===== src/rtl/seg7_scan_ctrl.sv =====
// seg7_scan_ctrl - time-multiplexed hex display scanner.
//
// One shared hex-to-7-segment decoder is scanned across NUM_DIGITS common
// cathode digits. Each digit slot is a BLANK gap (all digits off, kills
// ghosting) followed by a SHOW window (one digit lit). Host writes land in a
// shadow buffer and are copied to the scanned display buffer only at a frame
// boundary, so a frame never shows half-updated content.
//
// Optional build macro: SEG7_LZ_BLANK_EN
//   When defined, leading zeros are suppressed: during SHOW a digit stays dark
//   when it and every higher digit hold 0. Digit 0 always lights. Scan timing
//   and frame_tick are identical in both builds.
//
// Timing: every output is a flop. The output flops are loaded from the
// next-state values, so during any cycle digit_en/nibble/frame_tick describe
// the scan state held in that same cycle.

module seg7_scan_ctrl #(
  parameter int NUM_DIGITS   = 4,     // 2..4
  parameter int DWELL_CYCLES = 1024,  // >= 1, lit cycles per digit
  parameter int BLANK_CYCLES = 16     // >= 1, dark cycles between digits
) (
  input  logic                  clk,
  input  logic                  reset,
  input  logic                  wr_valid,
  output logic                  wr_ready,
  input  logic [1:0]            wr_digit,
  input  logic [3:0]            wr_value,
  input  logic                  commit_req,
  output logic [3:0]            nibble,
  output logic [NUM_DIGITS-1:0] digit_en,
  output logic                  frame_tick
);

  // Counter wide enough for the longer of the two phases.
  localparam int MAX_CYC = (DWELL_CYCLES > BLANK_CYCLES) ? DWELL_CYCLES : BLANK_CYCLES;
  localparam int CNT_W   = $clog2(MAX_CYC + 1);

  localparam logic [CNT_W-1:0] DWELL_LAST = CNT_W'(DWELL_CYCLES - 1);
  localparam logic [CNT_W-1:0] BLANK_LAST = CNT_W'(BLANK_CYCLES - 1);
  localparam logic [1:0]       LAST_IDX   = 2'(NUM_DIGITS - 1);

  typedef enum logic {
    ST_BLANK = 1'b0,
    ST_SHOW  = 1'b1
  } state_t;

  // ---------------------------------------------------------------------------
  // Registers
  // ---------------------------------------------------------------------------
  state_t                         r_state;
  logic [CNT_W-1:0]               r_cnt;
  logic [1:0]                     r_idx;
  logic [NUM_DIGITS-1:0][3:0]     r_shadow;
  logic [NUM_DIGITS-1:0][3:0]     r_display;
  logic                           r_pending;
  logic                           r_wr_ready;
  logic [3:0]                     r_nibble;
  logic [NUM_DIGITS-1:0]          r_digit_en;
  logic                           r_frame_tick;

  // ---------------------------------------------------------------------------
  // Next-state wires
  // ---------------------------------------------------------------------------
  state_t                         w_state_nx;
  logic [CNT_W-1:0]               w_cnt_nx;
  logic [1:0]                     w_idx_nx;
  logic                           w_wrap;
  logic                           w_wr_fire;
  logic                           w_commit;
  logic [NUM_DIGITS-1:0][3:0]     w_shadow_nx;
  logic [NUM_DIGITS-1:0][3:0]     w_display_nx;
  logic                           w_pending_nx;
  logic [3:0]                     w_nibble_nx;
  logic [NUM_DIGITS-1:0]          w_digit_en_nx;
  logic [NUM_DIGITS-1:0]          w_lz_keep;

  // Scan FSM next state: BLANK -> SHOW -> BLANK (next digit), wrapping per frame.
  always_comb begin
    w_state_nx = r_state;
    w_cnt_nx   = r_cnt + CNT_W'(1);
    w_idx_nx   = r_idx;
    w_wrap     = 1'b0;
    case (r_state)
      ST_BLANK: begin
        if (r_cnt == BLANK_LAST) begin
          w_state_nx = ST_SHOW;
          w_cnt_nx   = '0;
        end else begin
          w_state_nx = ST_BLANK;
        end
      end
      ST_SHOW: begin
        if (r_cnt == DWELL_LAST) begin
          w_state_nx = ST_BLANK;
          w_cnt_nx   = '0;
          if (r_idx == LAST_IDX) begin
            w_idx_nx = 2'd0;
            w_wrap   = 1'b1;
          end else begin
            w_idx_nx = r_idx + 2'd1;
          end
        end else begin
          w_state_nx = ST_SHOW;
        end
      end
      default: begin
        // Unreachable encoding: fall back to the start of a frame.
        w_state_nx = ST_BLANK;
        w_cnt_nx   = '0;
        w_idx_nx   = 2'd0;
      end
    endcase
  end

  // Shadow write port, frame-boundary commit and the commit_pending flag.
  always_comb begin
    w_wr_fire   = wr_valid & r_wr_ready;
    // r_frame_tick is high in the first cycle of a new frame; copying on that
    // cycle's edge means a commit_req in the same cycle only sets pending and
    // waits a full frame.
    w_commit    = r_frame_tick & r_pending;
    w_shadow_nx = r_shadow;
    if (w_wr_fire) begin
      // Out-of-range indices match no slot: handshaken but dropped.
      for (int i = 0; i < NUM_DIGITS; i++) begin
        if (wr_digit == 2'(i)) begin
          w_shadow_nx[i] = wr_value;
        end else begin
          w_shadow_nx[i] = r_shadow[i];
        end
      end
    end else begin
      w_shadow_nx = r_shadow;
    end
    // Writes are stalled while pending, so r_shadow is final at commit time.
    if (w_commit) begin
      w_display_nx = r_shadow;
      w_pending_nx = 1'b0;
    end else begin
      w_display_nx = r_display;
      w_pending_nx = r_pending | commit_req;
    end
  end

`ifdef SEG7_LZ_BLANK_EN
  logic w_lz_seen;

  // Leading-zero mask: keep digit i only if some digit j >= i is nonzero.
  always_comb begin
    w_lz_seen = 1'b0;
    w_lz_keep = '0;
    for (int i = NUM_DIGITS - 1; i >= 0; i--) begin
      w_lz_seen    = w_lz_seen | (w_display_nx[i] != 4'h0);
      w_lz_keep[i] = w_lz_seen | (i == 0);
    end
  end
`else
  assign w_lz_keep = '1;
`endif

  // Decoder input and one-hot enable for the scan state held next cycle.
  always_comb begin
    w_nibble_nx   = 4'h0;
    w_digit_en_nx = '0;
    for (int i = 0; i < NUM_DIGITS; i++) begin
      if (w_idx_nx == 2'(i)) begin
        w_nibble_nx = w_display_nx[i];
        if (w_state_nx == ST_SHOW) begin
          w_digit_en_nx[i] = w_lz_keep[i];
        end else begin
          w_digit_en_nx[i] = 1'b0;
        end
      end else begin
        w_digit_en_nx[i] = 1'b0;
      end
    end
  end

  // State, buffers and registered outputs; reset discards everything.
  always_ff @(posedge clk) begin
    if (reset) begin
      r_state      <= ST_BLANK;
      r_cnt        <= '0;
      r_idx        <= 2'd0;
      r_shadow     <= '0;
      r_display    <= '0;
      r_pending    <= 1'b0;
      r_wr_ready   <= 1'b1;
      r_nibble     <= 4'h0;
      r_digit_en   <= '0;
      r_frame_tick <= 1'b0;
    end else begin
      r_state      <= w_state_nx;
      r_cnt        <= w_cnt_nx;
      r_idx        <= w_idx_nx;
      r_shadow     <= w_shadow_nx;
      r_display    <= w_display_nx;
      r_pending    <= w_pending_nx;
      r_wr_ready   <= ~w_pending_nx;
      r_nibble     <= w_nibble_nx;
      r_digit_en   <= w_digit_en_nx;
      r_frame_tick <= w_wrap;
    end
  end

  assign wr_ready   = r_wr_ready;
  assign nibble     = r_nibble;
  assign digit_en   = r_digit_en;
  assign frame_tick = r_frame_tick;

endmodule


===== config.mk =====
export PLATFORM = sky130hd
export DESIGN_NAME = seg7_scan_ctrl
export DESIGN_NICKNAME = d
export VERILOG_FILES = /design/src/rtl/seg7_scan_ctrl.sv
export SDC_FILE = /design/constraint.sdc
export NUM_CORES = 1
export LEC_CHECK = 0
export ABC_AREA = 1
export BUFFER_PORTS_ARGS = -buffer_cell sky130_fd_sc_hd__buf_4
export CAP_MARGIN = 20
export CORE_MARGIN = 2
export CORE_UTILIZATION = 58
export DETAILED_ROUTE_END_ITERATION = 8
export GPL_TIMING_DRIVEN = 0
export PLACE_DENSITY = 0.9
export SYNTH_ARGS = -nofsm -noshare
export SYNTH_HDL_FRONTEND = slang
export SYNTH_SLANG_ARGS = --single-unit

===== constraint.sdc =====
create_clock -name clk -period 2.2 [get_ports clk]
set_clock_uncertainty 0.05 [all_clocks]
set_input_delay 0.22 -clock clk [delete_from_list [all_inputs] [get_ports clk]]
set_output_delay 0.22 -clock clk [all_outputs]
set_load 0.005 [all_outputs]

# --- Yosys cells after proc, flatten, opt, wreduce, memory -nomap -nowiden ---
# Cells that the tools add are included.
word_totals:
  inputBits: 10
  wordCells: 68
  reg_bits: 57
classes:
  n_mux: 17
  n_bitwise: 10
  addsub: 2
  eq_ne: 9
  reduce_logical: 11
op_table:
  columns: ["cell", "count"]
  rows:
  - ["2-to-1 mux 11 bit", 2]
  - ["case mux 11 bit (2 select lines)", 1]
  - ["2-to-1 mux 16 bit", 1]
  - ["2-to-1 mux 4 bit", 4]
  - ["adder 11 x 1 -> 11 bit, second input constant", 1]
  - ["== test 11 x 10 -> 1 bit, second input constant", 1]
  - ["== test 11 x 4 -> 1 bit, second input constant", 1]
  - ["== test 2 bit, second input constant", 5]
  - ["AND reduction 2 bit", 4]
  - ["OR reduction 2 bit", 4]
  - ["NOT 1 bit", 7]
  - ["2-to-1 mux 2 bit", 3]
  - ["2-to-1 mux 1 bit", 5]
  - ["== test 2 x 1 -> 1 bit, second input constant", 2]
  - ["logical NOT 2 bit", 2]
  - ["OR reduction 3 bit", 1]
  - ["adder 2 x 1 -> 2 bit, second input constant", 1]
  - ["bitwise AND 1 bit", 2]
  - ["case mux 1 bit (2 select lines)", 1]
  - ["OR 1 bit", 1]

# --- Depth between registers and ports, before layout ---
# Gate-level depths: netlist (run 1).
logic_depth:
  depth_word: 9
  mapped_depth: 12
  depth_no_buf: 11

# --- Worst setup path before layout (run 1) ---
# OpenSTA, ideal clock, no wires.
synth_timing:
  path_type: "register to register"
  start: "register r_cnt[0]"
  end: "register r_nibble[0] (netlist: nibble[0])"
  synth_period_minus_slack_ns: 1.565
  t_arrival_ns: 1.406
  path_stages_with_launch: 12
  n_path_buf: 1
  t_required_ns: 2.041
  setup_ns: 0.109
  slack_ns: 0.635
  path_cell_list: "dfxtp_1 > ha_1 > nand2_1 > nor2_8 > nand3_4 > nand2_2 > nand2_2 > buf_6 > o21ai_2 > nand3_1 > nand2_1 > inv_1"
synth_via:
  elab_chain_cells: 8
  word_cells_on_any_way: 11
synth_lines:
  columns: ["item", "line", "rtl"]
  rows:
  - ["start, declared", "52", "logic [CNT_W-1:0] r_cnt;"]
  - ["start signal, assigned", "195", "r_cnt <= w_cnt_nx;"]
  - ["== test 11 x 10 -> 1 bit *", "94", "if (r_cnt == DWELL_LAST) begin"]
  - ["2-to-1 mux 2 bit *", "94", null]
  - ["2-to-1 mux 2 bit *", "84", "case (r_state)"]
  - ["logical NOT 2 bit", "167", "if (w_idx_nx == 2'(i)) begin"]
  - ["2-to-1 mux 4 bit (3 in a row)", "167", null]
  - ["2-to-1 mux 4 bit *", "167", null]
  - ["end signal, assigned", "201", "r_nibble <= w_nibble_nx;"]
  - ["end, declared", "58", "logic [3:0] r_nibble;"]
# Every way passes the cells marked *; elsewhere a longest branch is shown, timed or not.
# A chain may end at the register's enable or synchronous reset.

# --- Worst setup path in the final report (run 1) ---
layout_timing:
  start: "register r_cnt[0]"
  end: "register r_nibble[3] (netlist: nibble[3])"
# Same word-level chain as after synthesis.

==> results.txt, run 1 <==
The run finished with clean final reports. Compared with the post-synthesis result, the final layout area differs by 17.0%. In this run the most critical hold path is launched from reset. The total global routing overflow came out at 0. The fraction of final layout cells with drive strength greater than 1 came out at 19.5%. The final hold violation count is 0. The tools report the kind of capture point of the worst setup path as a flip-flop. The worst setup path is launched from a flip-flop. Post-route non-filler standard cell count: 388.

The H-tree was split into 3 levels. Across every metal layer, demand over resource in global routing totals 23.4%. On the worst path, the slowest cell contributes a delay of 370 ps.

The final max-slew violation count came out at 0. Of the synthesized area, sequential elements account for 46.9%. The tool flagged a number of max-cap violations equal to 0. The signal on the critical path passes through ha_1 > nand2_1 > nor2_8 > nand3_4 > nand2_1 > nand2_1 > nand3_1 > nand3_1 > nand2_1 > inv_1. The timing startpoint of the critical path was r_cnt[0]$_SDFF_PP0_. The class of the tightest hold or removal check is in2reg. The final weighted congestion in routability-driven placement came out at 0.800. The async set or reset register ratio after synthesis was 0%. The count of buffer and inverter cells on the critical path came out at 1. The overall via count from detail_route was 1974; the count of antenna diodes in the layout was 0.

Gates resized during post-CTS repair numbered 0. During I/O placement, the number of pins put on the boundary was 20. Entering global routing, the biggest net connects 11 pins. The leakage component of the power was 1.39 nW.

Net switching is 21.0% of the power. Counting every instance in the synthesized netlist gives 303. Counting flops and latches in the post-synthesis netlist gives 57. The tools report the beginning of the worst register-to-register path as r_cnt[0]$_SDFF_PP0_. The average instance in the mapped netlist occupies 8.03 um2.

The total power of the final layout was 0.00215 W; the worst-case setup margin in the final layout was 379 ps. In this run, the combinational gates consume 3.4% of the power. When the netlist entered floorplanning its net count stood at 315. The required time at the endpoint of the critical path came out at 2390 ps. The run gives 33.8 ps as the tightest hold margin. Setup repair after global routing left no endpoint under its margin.

The root buffer cell chosen for the clock tree is sky130_fd_sc_hd__clkbuf_8. The first global-routing pass estimated 7.80 mm of wire. The cell type group with the largest total delay on the critical path was simple AND/OR/NAND/NOR gates. Of all nets on the critical path, the largest fanout is 9.

In this run the power density over the cells is 754 nW/um2. Classification of the worst setup path: reg2reg. Counting flops with a built-in enable in the synthesized netlist gives 0. The net load switching power was 0.000450 W. Setup violations remaining at the end of the flow were counted as 0.

The clock network accounts for 46.9% of the total power. TritonCTS built the clock tree. Timing would allow up to 549 MHz. Of the available clock period, the critical path in the final layout requires 82.8%. The number of global-route vias before repair was 1839.

In the synthesized netlist the dominant register cell turns out to be sky130_fd_sc_hd__dfxtp_1. Across the VDD grid, the largest voltage drop is 0.000565 V. The routed length per instance was 12.2 um. Counting stages on the worst path, the most repeated cell is sky130_fd_sc_hd__nand2_1. The shortest clock period the worst path allows after layout is 1820 ps, and the latest clock arrival within the worst-skew pair is 330 ps. Summed over all layers, the routed wires come to 4.72 mm.

The HPWL after detailed placement is 3.41 mm. The number of instances in the placed design was 372. Library cell contributing the largest single delay on the critical path: sky130_fd_sc_hd__dfxtp_1. After clock tree synthesis, the setup repair step added 0 buffers.

Of the total power, registers draw 49.7%. After the last flow step, the layout net total stands at 345. The actual slew at the worst max-slew pin is 493 ps. The placeable core region was 4030 um2.

STA puts the critical path data arrival time at 2010 ps. Yosys mapped the design onto 31 distinct sky130hd cell types. The cell area that synthesis handed to floorplanning was 2430 um2. The number of buffers created by CTS was 9; the cell row count was 23. For this design, the sink count on the clock tree is 57.

After routing, the total negative slack on setup checks comes to 0 ps. The first detailed-routing pass took 4 iterations. The detail-routed via count per cell works out to 5.09. The count of buffers added on input and output ports is 19. Prior to clock tree synthesis, the placed netlist has a worst setup slack of 409 ps. The die outline height was 68.8 um.

The clock passes through at most 2 buffers. The width of the chip is 68.8 um. The overall die area is 4730 um2, and the cell internal power dissipation is 0.00170 W. For this run, the number of Yosys warnings is 0. Measured against its own limit, the worst slew margin works out to 66.8%. The remaining number of nets flagged by the antenna check after routing is 0. The first routing iteration left 60 violations. The logs give 0 for the post-detailed-route DRC marker count and 0 for the number of hold-repair buffers added at the cts stage. After clock tree synthesis, the clock-pin slew on the worst setup and hold paths is 60 ps.

The initial standard-cell utilization of the core is 60.4%. The number of antenna violations at the first check in global routing came out at 0.
layer usage:
layer  vias up  routed length (um)  global-route usage [%]
met4         0                 117                    10.0
met1       906                1920                    24.0
met5         -                   0                       0
li1       1020                   -                       -
met2        36                2420                    41.9
met3        12                 266                    9.42
kinds of logic after synthesis:
| family | Yosys count | synth area share (%) |
|---|---|---|
| fa+ha+maj | 2 | 1.03 |
| compound gates | 36 | 9.46 |
| flops | 57 | 46.9 |
| simple gates | 151 | 31.3 |
| mux | 4 | 1.65 |
| xor+xnor | 4 | 1.44 |
| buf+inv | 49 | 8.28 |
cells in the final DEF, fill, tap and decap left out, drive strengths merged, types with 4 or more instances in the layout:
master	n
nor2	68
dfxtp	57
inv	39
nand2	31
buf	24
o21ai	20
nand3	20
clkbuf	17
o21a	12
or2	12
nor3	11
nand4	6
xor2	4
mux2i	4
path summary, 6_finish.rpt:
kind | to | slack [ps] | depth (start not counted)
setup / recovery | nibble[3]$_SDFF_PP0_ | 380 | 10
hold / removal | r_cnt[2]$_SDFF_PP0_ | 30 | 2
setup reg to reg | nibble[3]$_SDFF_PP0_ | 380 | 10
hold reg to reg | r_cnt[0]$_SDFF_PP0_ | 420 | 1
state kept, by name, indices dropped and copies added, names as in the netlist:
name        count
r_pending       1
r_shadow       16
r_cnt          11
digit_en        4
r_idx           2
r_display      16
wr_ready        1
nibble          4
r_state         1
frame_tick      1
cell type report:
cell class	count	area (um2)
plain buffers	8	47.5
multi-input cells	197	1090
clock buffers	14	173
clock inverters	2	35.0
flip-flops and latches	57	1140
fillers	320	1180
well taps	50	62.6
repair buffers	19	143
inverters	41	154
synthesized netlist by cell type (6+ instances only):
| master | number | share of area (%) |
|---|---|---|
| sky130_fd_sc_hd__inv_1 | 34 | 5.2 |
| sky130_fd_sc_hd__or2_2 | 7 | 1.8 |
| sky130_fd_sc_hd__dfxtp_1 | 57 | 47 |
| sky130_fd_sc_hd__o21a_1 | 12 | 3.7 |
| sky130_fd_sc_hd__o21ai_0 | 18 | 3.7 |
| sky130_fd_sc_hd__nand3_1 | 17 | 3.5 |
| sky130_fd_sc_hd__nand2_1 | 24 | 3.7 |
| sky130_fd_sc_hd__nand4_1 | 6 | 1.5 |
| sky130_fd_sc_hd__nor3_1 | 11 | 2.3 |
| sky130_fd_sc_hd__nor2_1 | 65 | 10 |
stage by stage:
step,instance area (um2),utilization (%)
4_1_cts,2850,70.7
3_5_place_dp,2640,65.5
6_report,2850,70.7
5_1_grt,2850,70.7
3_3_place_gp,2640,65.5
2_1_floorplan,2430,-
power groups by stage:
| stage | clock [W] | sequential [W] | combinational, W |
|---|---|---|---|
| final | 0.00101 | 0.00107 | 0.0000737 |
| after global routing | 0.00107 | 0.00107 | 0.0000836 |
| after CTS | 0.00103 | 0.00107 | 0.0000749 |
| after detailed placement | 0 | 0.00109 | 0.0000737 |
| after global placement | 0 | 0.00109 | 0.0000717 |
| after floorplan | 0 | 0.00108 | 0.0000428 |
Note: power is estimated with default switching activity, not from simulation.
==> run 2: changes to the inputs <==
Clock period 2.2 ns to 1.8 ns, I/O delays scaled along.
==> results.txt, run 2 (same netlist as run 1, synthesis figures left out) <==
The net load switching power was 0.000547 W (+22%). The overall via count from detail_route is 2011 (+1.9%), and the length in cells of the worst reg-to-reg path is 11 (+1). The flow ran to the end, and the final reports show no timing, DRC or antenna violations. The number of instances in the placed design is 372 (unchanged), and the maximum clock rate is 595 MHz (+8.3%). The leakage component of the power is 1.41 nW (+1.5%), and the number of port buffers is 19 (unchanged). The largest fanout of any net on the critical path is 10 (+1), and the maximum clock path buffer count is 2 (unchanged).

The first-pass iteration count of the detailed router was 5 (+1); the total power of the final layout was 0.00262 W (+22%). The pin count of the biggest net entering global routing was 11 (unchanged); the instance area at placement was 2640 um2 (unchanged). The count of final setup violators came out at 0 (unchanged).

Final max-slew violation count: 0 (unchanged). The latest clock arrival within the worst-skew pair was 340 ps (about the same). Leaving out fill and tap cells, the most frequent cells in the layout are 65 x sky130_fd_sc_hd__nor2_1, 55 x sky130_fd_sc_hd__dfxtp_1, 34 x sky130_fd_sc_hd__inv_1.

The total global routing overflow was 0 (unchanged); the tightest hold margin was 58.1 ps (+24.3 ps). The largest registers in the layout are r_display (16), r_shadow (16), r_cnt (11). For the number of global-route vias before repair, the log shows 1850 (+0.60%). Final design instance area without fill: 2900 um2 (+1.9%). The maximum single-stage delay on the critical path works out to 350 ps (-20 ps).

The critical path starts at r_cnt[0]$_SDFF_PP0_. The number of ports placed on the die boundary was 20 (unchanged). Headroom to the max-slew limit: 65.8% (-1.1 points). The die outline height is 68.8 um (unchanged). In this run the worst setup path terminates at nibble[3]$_SDFF_PP0_. For the clock network fraction of design power, the log shows 46.7% (-0.2 points).

The actual slew at the worst max-slew pin was 514 ps (+20.2 ps); the layout filler cell count was 314 (-1.9%). The tools report the arrival time at the worst endpoint as 1870 ps (-140 ps). STA classifies the critical path endpoint as a flip-flop.

Count of antenna diodes in the layout: 0 (unchanged). The remaining number of nets flagged by the antenna check after routing was 0 (unchanged). The violation count after the first detailed-routing iteration is 59 (-1.7%), and the fraction of final layout cells with drive strength greater than 1 is 21.9% (+2.4 points). The worst setup path is of the reg2reg kind.

For the worst vdd rail ir drop, the log shows 0.000681 V (+21%). The initial standard-cell utilization of the core is 60.4% (unchanged), and the post-route non-filler standard cell count is 392 (+1.0%). The final weighted congestion in routability-driven placement is 0.800 (unchanged).

In this run the critical register-to-register path is launched from r_cnt[0]$_SDFF_PP0_. The tools report the register-to-register setup slack as 120 ps (-260 ps). The clock root buffer is sky130_fd_sc_hd__clkbuf_8.

For the number of buffers created by CTS, the log shows 9 (unchanged). The shortest clock period the worst path allows after layout is 1680 ps (-140 ps), and the setup TNS after final layout is 0 ps (unchanged). The areal power density over the cells works out to 904 nW/um2 (+20%). The run gives 49.7% (about the same) as the share of power burned in registers. The largest individual stage delay along the critical path comes from the cell sky130_fd_sc_hd__dfxtp_2. The tools report the net total in the final layout as 349 (+1.2%). The signal on the critical path passes through ha_2 > nand2_2 > nor2_8 > nand3_4 > nand2_1 > nand2_2 > buf_8 > nand3_1 > nand3_1 > nand2_1 > inv_1. For the placeable core region, the log shows 4030 um2 (unchanged). The detail-routed via count per cell works out to 5.13 (+0.83%).

The width of the chip was 68.8 um (unchanged); the share of power burned in combinational logic was 3.6% (+0.2 points). STA classifies the critical path startpoint as a flip-flop. The share of the clock period used by the worst path after layout was 93.4% (+11 points).

The number of antenna violations at the first check in global routing came out at 0 (unchanged). The endpoint identified for the worst register-to-register timing path is nibble[3]$_SDFF_PP0_. Clock edge transition at the registers on the reported setup and hold paths: 60 ps (about the same). The overall die area is 4730 um2 (unchanged). TritonCTS built the clock tree. The logs give 1140 um2 (+0.22%) for the register area and 1110 um2 (+1.4%) for the area used by multi-input combinational logic. The routed length per instance came out at 12.5 um (+2.8%). The reported max-cap violation count came out at 0 (unchanged).

The H-tree depth is 3 (unchanged). The logs give 23.5% (+0.10 points) for the global routing usage summed across all routing layers and 57 (unchanged) for the sink count of the clock tree. Final hold violation count: 0 (unchanged).

The logs give 1990 ps (-400 ps) for the required time at the endpoint of the critical path and 4.91 mm (+3.9%) for the overall routed net length. The first-pass GRT wire length came out at 7.85 mm (+0.54%). The tightest min-delay check is of the in2reg type. Setup repair after global routing could not meet its margin everywhere.

The tools report the cell internal power dissipation as 0.00208 W (+22%). The most common library cell in the layout ignoring fill and taps was sky130_fd_sc_hd__nor2_1. The post-detailed-route DRC marker count came out at 0 (unchanged). Cell row count: 23 (unchanged). The switching portion of total power is 20.9% (-0.12 points). The area growth from synthesis to layout works out to 19.2%. HPWL after detailed placement: 3.41 mm (unchanged).
## run 2: cell types whose count changed in the layout (fill, tap and decap cells not counted), sizes merged
cell,delta
buf,+3
dlygate4sd3,+1
## run 2: per-layer routing
| metal | vias up | share of wire (%) | global-route usage [%] |
|---|---|---|---|
| li1 | 1029 | - | - |
| met1 | 915 | 41 | 24.2 |
| met2 | 52 | 51 | 42.1 |
| met3 | 15 | 5.3 | 9.42 |
| met4 | 0 | 2.9 | 10.0 |
| met5 | - | 0 | 0 |
## run 2: metrics by stage
step | setup WS (ps) | util [%]
floorplan | 235 | -
detailed placement | 8.66 | 65.5
CTS | 17.0 | 71.0
finish | 119 | 72.0
global route | -9.81 | 72.0
global placement | 46.8 | 65.5
## run 2: worst max-delay path: cells and delay by family, from the launching register on
kind                       cells  cell delay (ps)
DFF                            1              350
adders and majority gates      1              190
and+or+nand+nor                8              810
buffers and inverters          2              200
## run 2: power by group through the flow
stage	Combinational, W	Sequential, W	Clock, W
after global placement	0.0000876	0.00133	0
after floorplan	0.0000523	0.00133	0
after global routing	0.000106	0.00131	0.00131
final	0.0000938	0.00130	0.00122
after detailed placement	0.0000901	0.00133	0
after CTS	0.0000932	0.00130	0.00125
## run 2: how the worst min path moves through the flow
stage / startpoint / cells after the start / endpoint
after global placement: reset / 2 / r_cnt[2]$_SDFF_PP0_
after CTS: wr_value[0] / 3 / r_shadow[4]$_SDFFE_PP0P_
after floorplan: reset / 1 / r_cnt[2]$_SDFF_PP0_
after detailed placement: reset / 2 / r_cnt[2]$_SDFF_PP0_
final: wr_value[0] / 3 / r_shadow[0]$_SDFFE_PP0P_
after global routing: wr_value[3] / 3 / r_shadow[11]$_SDFFE_PP0P_
## run 2: what timing repair did
item                                    4_1_cts  5_1_grt
resized for setup                             1        9
endpoints found under the setup margin        4       14
hold buffers                                  1        0
hold endpoints to repair                      2        0
pin swaps                                     0        3
setup buffers                                 0        3
## run 2: final cells by class
type	count	area share [%]
flip-flops and latches	57	39.4
inverters	41	5.31
repair buffers	23	6.04
clock buffers	14	5.95
well taps	50	2.16
clock inverters	2	1.21
plain buffers	8	1.77
multi-input cells	197	38.1
==> run 3: changes to the inputs <==
Settings changed: RECOVER_POWER set to 25.
Clock period 1.8 ns to 1.91 ns, I/O delays scaled along.
==> results.txt, run 3 (same netlist as run 1, synthesis figures left out) <==
The number of ports placed on the die boundary is 20 (unchanged), and the switching portion of total power is 21.0% (+0.15 points). The tools report the maximum clock path buffer count as 2 (unchanged). The number of global-route vias before repair is 1847 (-0.16%), and the initial standard-cell utilization of the core is 60.4% (unchanged). The clock network fraction of design power was 46.8% (about the same).

The run gives 0 (unchanged) as the count of antenna diodes in the layout. The tools report the start point of the worst hold path as wr_value[0]. The fraction of final layout cells with drive strength greater than 1 came out at 20.8% (-1.2 points). The sink count of the clock tree is 57 (unchanged), and the actual slew at the worst max-slew pin is 510 ps (-3.49 ps). The logs give 11 (unchanged) for the pin count of the biggest net entering global routing and 0.000520 W (-5.0%) for the net load switching power. Number of port buffers: 19 (unchanged). The overall via count from detail_route was 2008 (-0.15%); the layout filler cell count was 318 (+1.3%). TritonCTS built the clock tree. The clock edge transition at the registers on the reported setup and hold paths came out at 60 ps (about the same).

The largest fanout of any net on the critical path came out at 10 (unchanged). The required time at the endpoint of the critical path was 2100 ps (+110 ps). In this run the critical register-to-register path is captured at nibble[2]$_SDFF_PP0_.

The leakage component of the power is 1.39 nW (-1.2%), and the count of final setup violators is 0 (unchanged). The tools report the overall die area as 4730 um2 (unchanged). The run gives 180 ps (+60 ps) as the register-to-register setup slack. For the latest clock arrival within the worst-skew pair, the log shows 340 ps (about the same). The flow ran to the end, and the final reports show no timing, DRC or antenna violations. The logs give 4 (-1) for the first-pass iteration count of the detailed router and 578 MHz (-2.9%) for the maximum clock rate. The worst setup path is of the reg2reg kind. Beginning of the worst register-to-register path: r_cnt[0]$_SDFF_PP0_. The share of the clock period used by the worst path after layout was 90.7% (-2.8 points).

The number of antenna violations at the first check in global routing is 0 (unchanged), and the total power of the final layout is 0.00247 W (-5.7%). The most common library cell in the layout ignoring fill and taps is sky130_fd_sc_hd__nor2_1. The kind of capture point of the worst setup path was a flip-flop.

The tools report the H-tree depth as 3 (unchanged). Leaving out fill and tap cells, the most frequent cells in the layout are 65 x sky130_fd_sc_hd__nor2_1, 57 x sky130_fd_sc_hd__dfxtp_1, 34 x sky130_fd_sc_hd__inv_1. The remaining number of nets flagged by the antenna check after routing was 0 (unchanged). Compared with the post-synthesis result, the final layout area differs by 18.4%. The number of buffers created by CTS was 9 (unchanged); the global routing usage summed across all routing layers was 23.5% (-0.034 points). The reported max-cap violation count is 0 (unchanged), and the areal power density over the cells is 859 nW/um2 (-5.0%).

The length in cells of the worst reg-to-reg path works out to 11 (unchanged). The clock root buffer was sky130_fd_sc_hd__clkbuf_8. The placeable core region came out at 4030 um2 (unchanged). The area used by multi-input combinational logic was 1100 um2 (-0.91%).

The tools report the first-pass GRT wire length as 7.83 mm (-0.18%). Setup repair after global routing left no endpoint under its margin. The shortest clock period the worst path allows after layout was 1730 ps (+50.2 ps).

The HPWL after detailed placement is 3.41 mm (unchanged). The overall routed net length is 4.90 mm (-0.14%). Headroom to the max-slew limit: 66.0% (+0.23 points). The class of the tightest hold or removal check was in2reg.

The net total in the final layout is 349 (unchanged), and the final max-slew violation count is 0 (unchanged). In the final layout, the registers with the most flip-flops are r_display (16), r_shadow (16), r_cnt (11). The final hold violation count is 0 (unchanged), and the arrival time at the worst endpoint is 1920 ps (+50 ps). For the tightest hold margin, the log shows 68.0 ps (+9.88 ps). The detail-routed via count per cell was 5.12 (-0.15%); the setup TNS after final layout was 0 ps (unchanged). The most critical setup path has its startpoint at r_cnt[0]$_SDFF_PP0_. For the post-detailed-route DRC marker count, the log shows 0 (unchanged). The width of the chip works out to 68.8 um (unchanged).

STA classifies the critical path startpoint as a flip-flop. In this run the worst setup path terminates at nibble[2]$_SDFF_PP0_. The cell internal power dissipation came out at 0.00196 W (-5.8%).

The share of power burned in combinational logic was 3.5% (about the same); the total global routing overflow was 0 (unchanged). The cell row count came out at 23 (unchanged). The tools report the final weighted congestion in routability-driven placement as 0.800 (unchanged). The die outline height came out at 68.8 um (unchanged). The routed length per instance was 12.5 um (-0.14%); the share of power burned in registers was 49.6% (about the same). Violation count after the first detailed-routing iteration: 53 (-10%).

The register area is 1140 um2 (-0.22%), and the worst vdd rail ir drop is 0.000651 V (-4.5%).
[run 3: how the worst min path moves through the flow]
stage,end,depth (start not counted)
final,r_shadow[0]$_SDFFE_PP0P_,3
after global routing,r_shadow[11]$_SDFFE_PP0P_,3
after CTS,r_shadow[4]$_SDFFE_PP0P_,3
after detailed placement,r_cnt[2]$_SDFF_PP0_,2
after global placement,r_cnt[2]$_SDFF_PP0_,2
after floorplan,r_cnt[2]$_SDFF_PP0_,1
[run 3: layout make-up]
cell class	count	share of cell area (%)
clock buffers	14	5.99
multi-input cells	197	38.0
well taps	50	2.17
clock inverters	2	1.22
plain buffers	8	1.65
flip-flops and latches	57	39.6
inverters	41	5.34
repair buffers	23	5.99
[run 3: worst max-delay path, stage by stage, from the launching register on]
cell,delay [ps]
sky130_fd_sc_hd__dfxtp_1,370
sky130_fd_sc_hd__ha_1,200
sky130_fd_sc_hd__nand2_2,100
sky130_fd_sc_hd__nor2_8,170
sky130_fd_sc_hd__nand4_1,120
sky130_fd_sc_hd__nand2_2,120
sky130_fd_sc_hd__buf_6,160
sky130_fd_sc_hd__nand3_2,90
sky130_fd_sc_hd__nand2_1,90
sky130_fd_sc_hd__inv_2,40
sky130_fd_sc_hd__nand2_1,80
sky130_fd_sc_hd__inv_1,40
[run 3: metal layers]
| layer | GRT usage, % | part of all wire [%] |
|---|---|---|
| met1 | 24.1 | 42 |
| met2 | 42.1 | 51 |
| met3 | 9.42 | 4.9 |
| met4 | 10.0 | 2.4 |
| met5 | 0 | 0 |
[run 3: metrics by stage]
| stage | area, um2 | setup WS [ps] | util, % | cells |
|---|---|---|---|---|
| 2_1_floorplan | 2430 | 345 | - | 303 |
| 3_3_place_gp | 2640 | 157 | 65.5 | 372 |
| 3_5_place_dp | 2640 | 119 | 65.5 | 372 |
| 4_1_cts | 2860 | 87.9 | 70.9 | 389 |
| 5_1_grt | 2880 | 34.7 | 71.5 | 392 |
| 6_report | 2880 | 178 | 71.5 | 392 |
[run 3: power groups by stage]
stage	clock, W	sequential (W)	combinational (W)
floorplan	0	0.00125	0.0000493
global placement	0	0.00125	0.0000826
detailed placement	0	0.00125	0.0000849
CTS	0.00118	0.00123	0.0000878
global route	0.00123	0.00123	0.0000987
finish	0.00116	0.00123	0.0000874
[run 3: repair_timing]
action / in CTS / in global routing
hold buffers: 1 / 0
hold endpoints to repair: 1 / 0
buffers inserted: 0 / 3
gates resized for setup: 0 / 4
endpoints found under the setup margin: 0 / 4
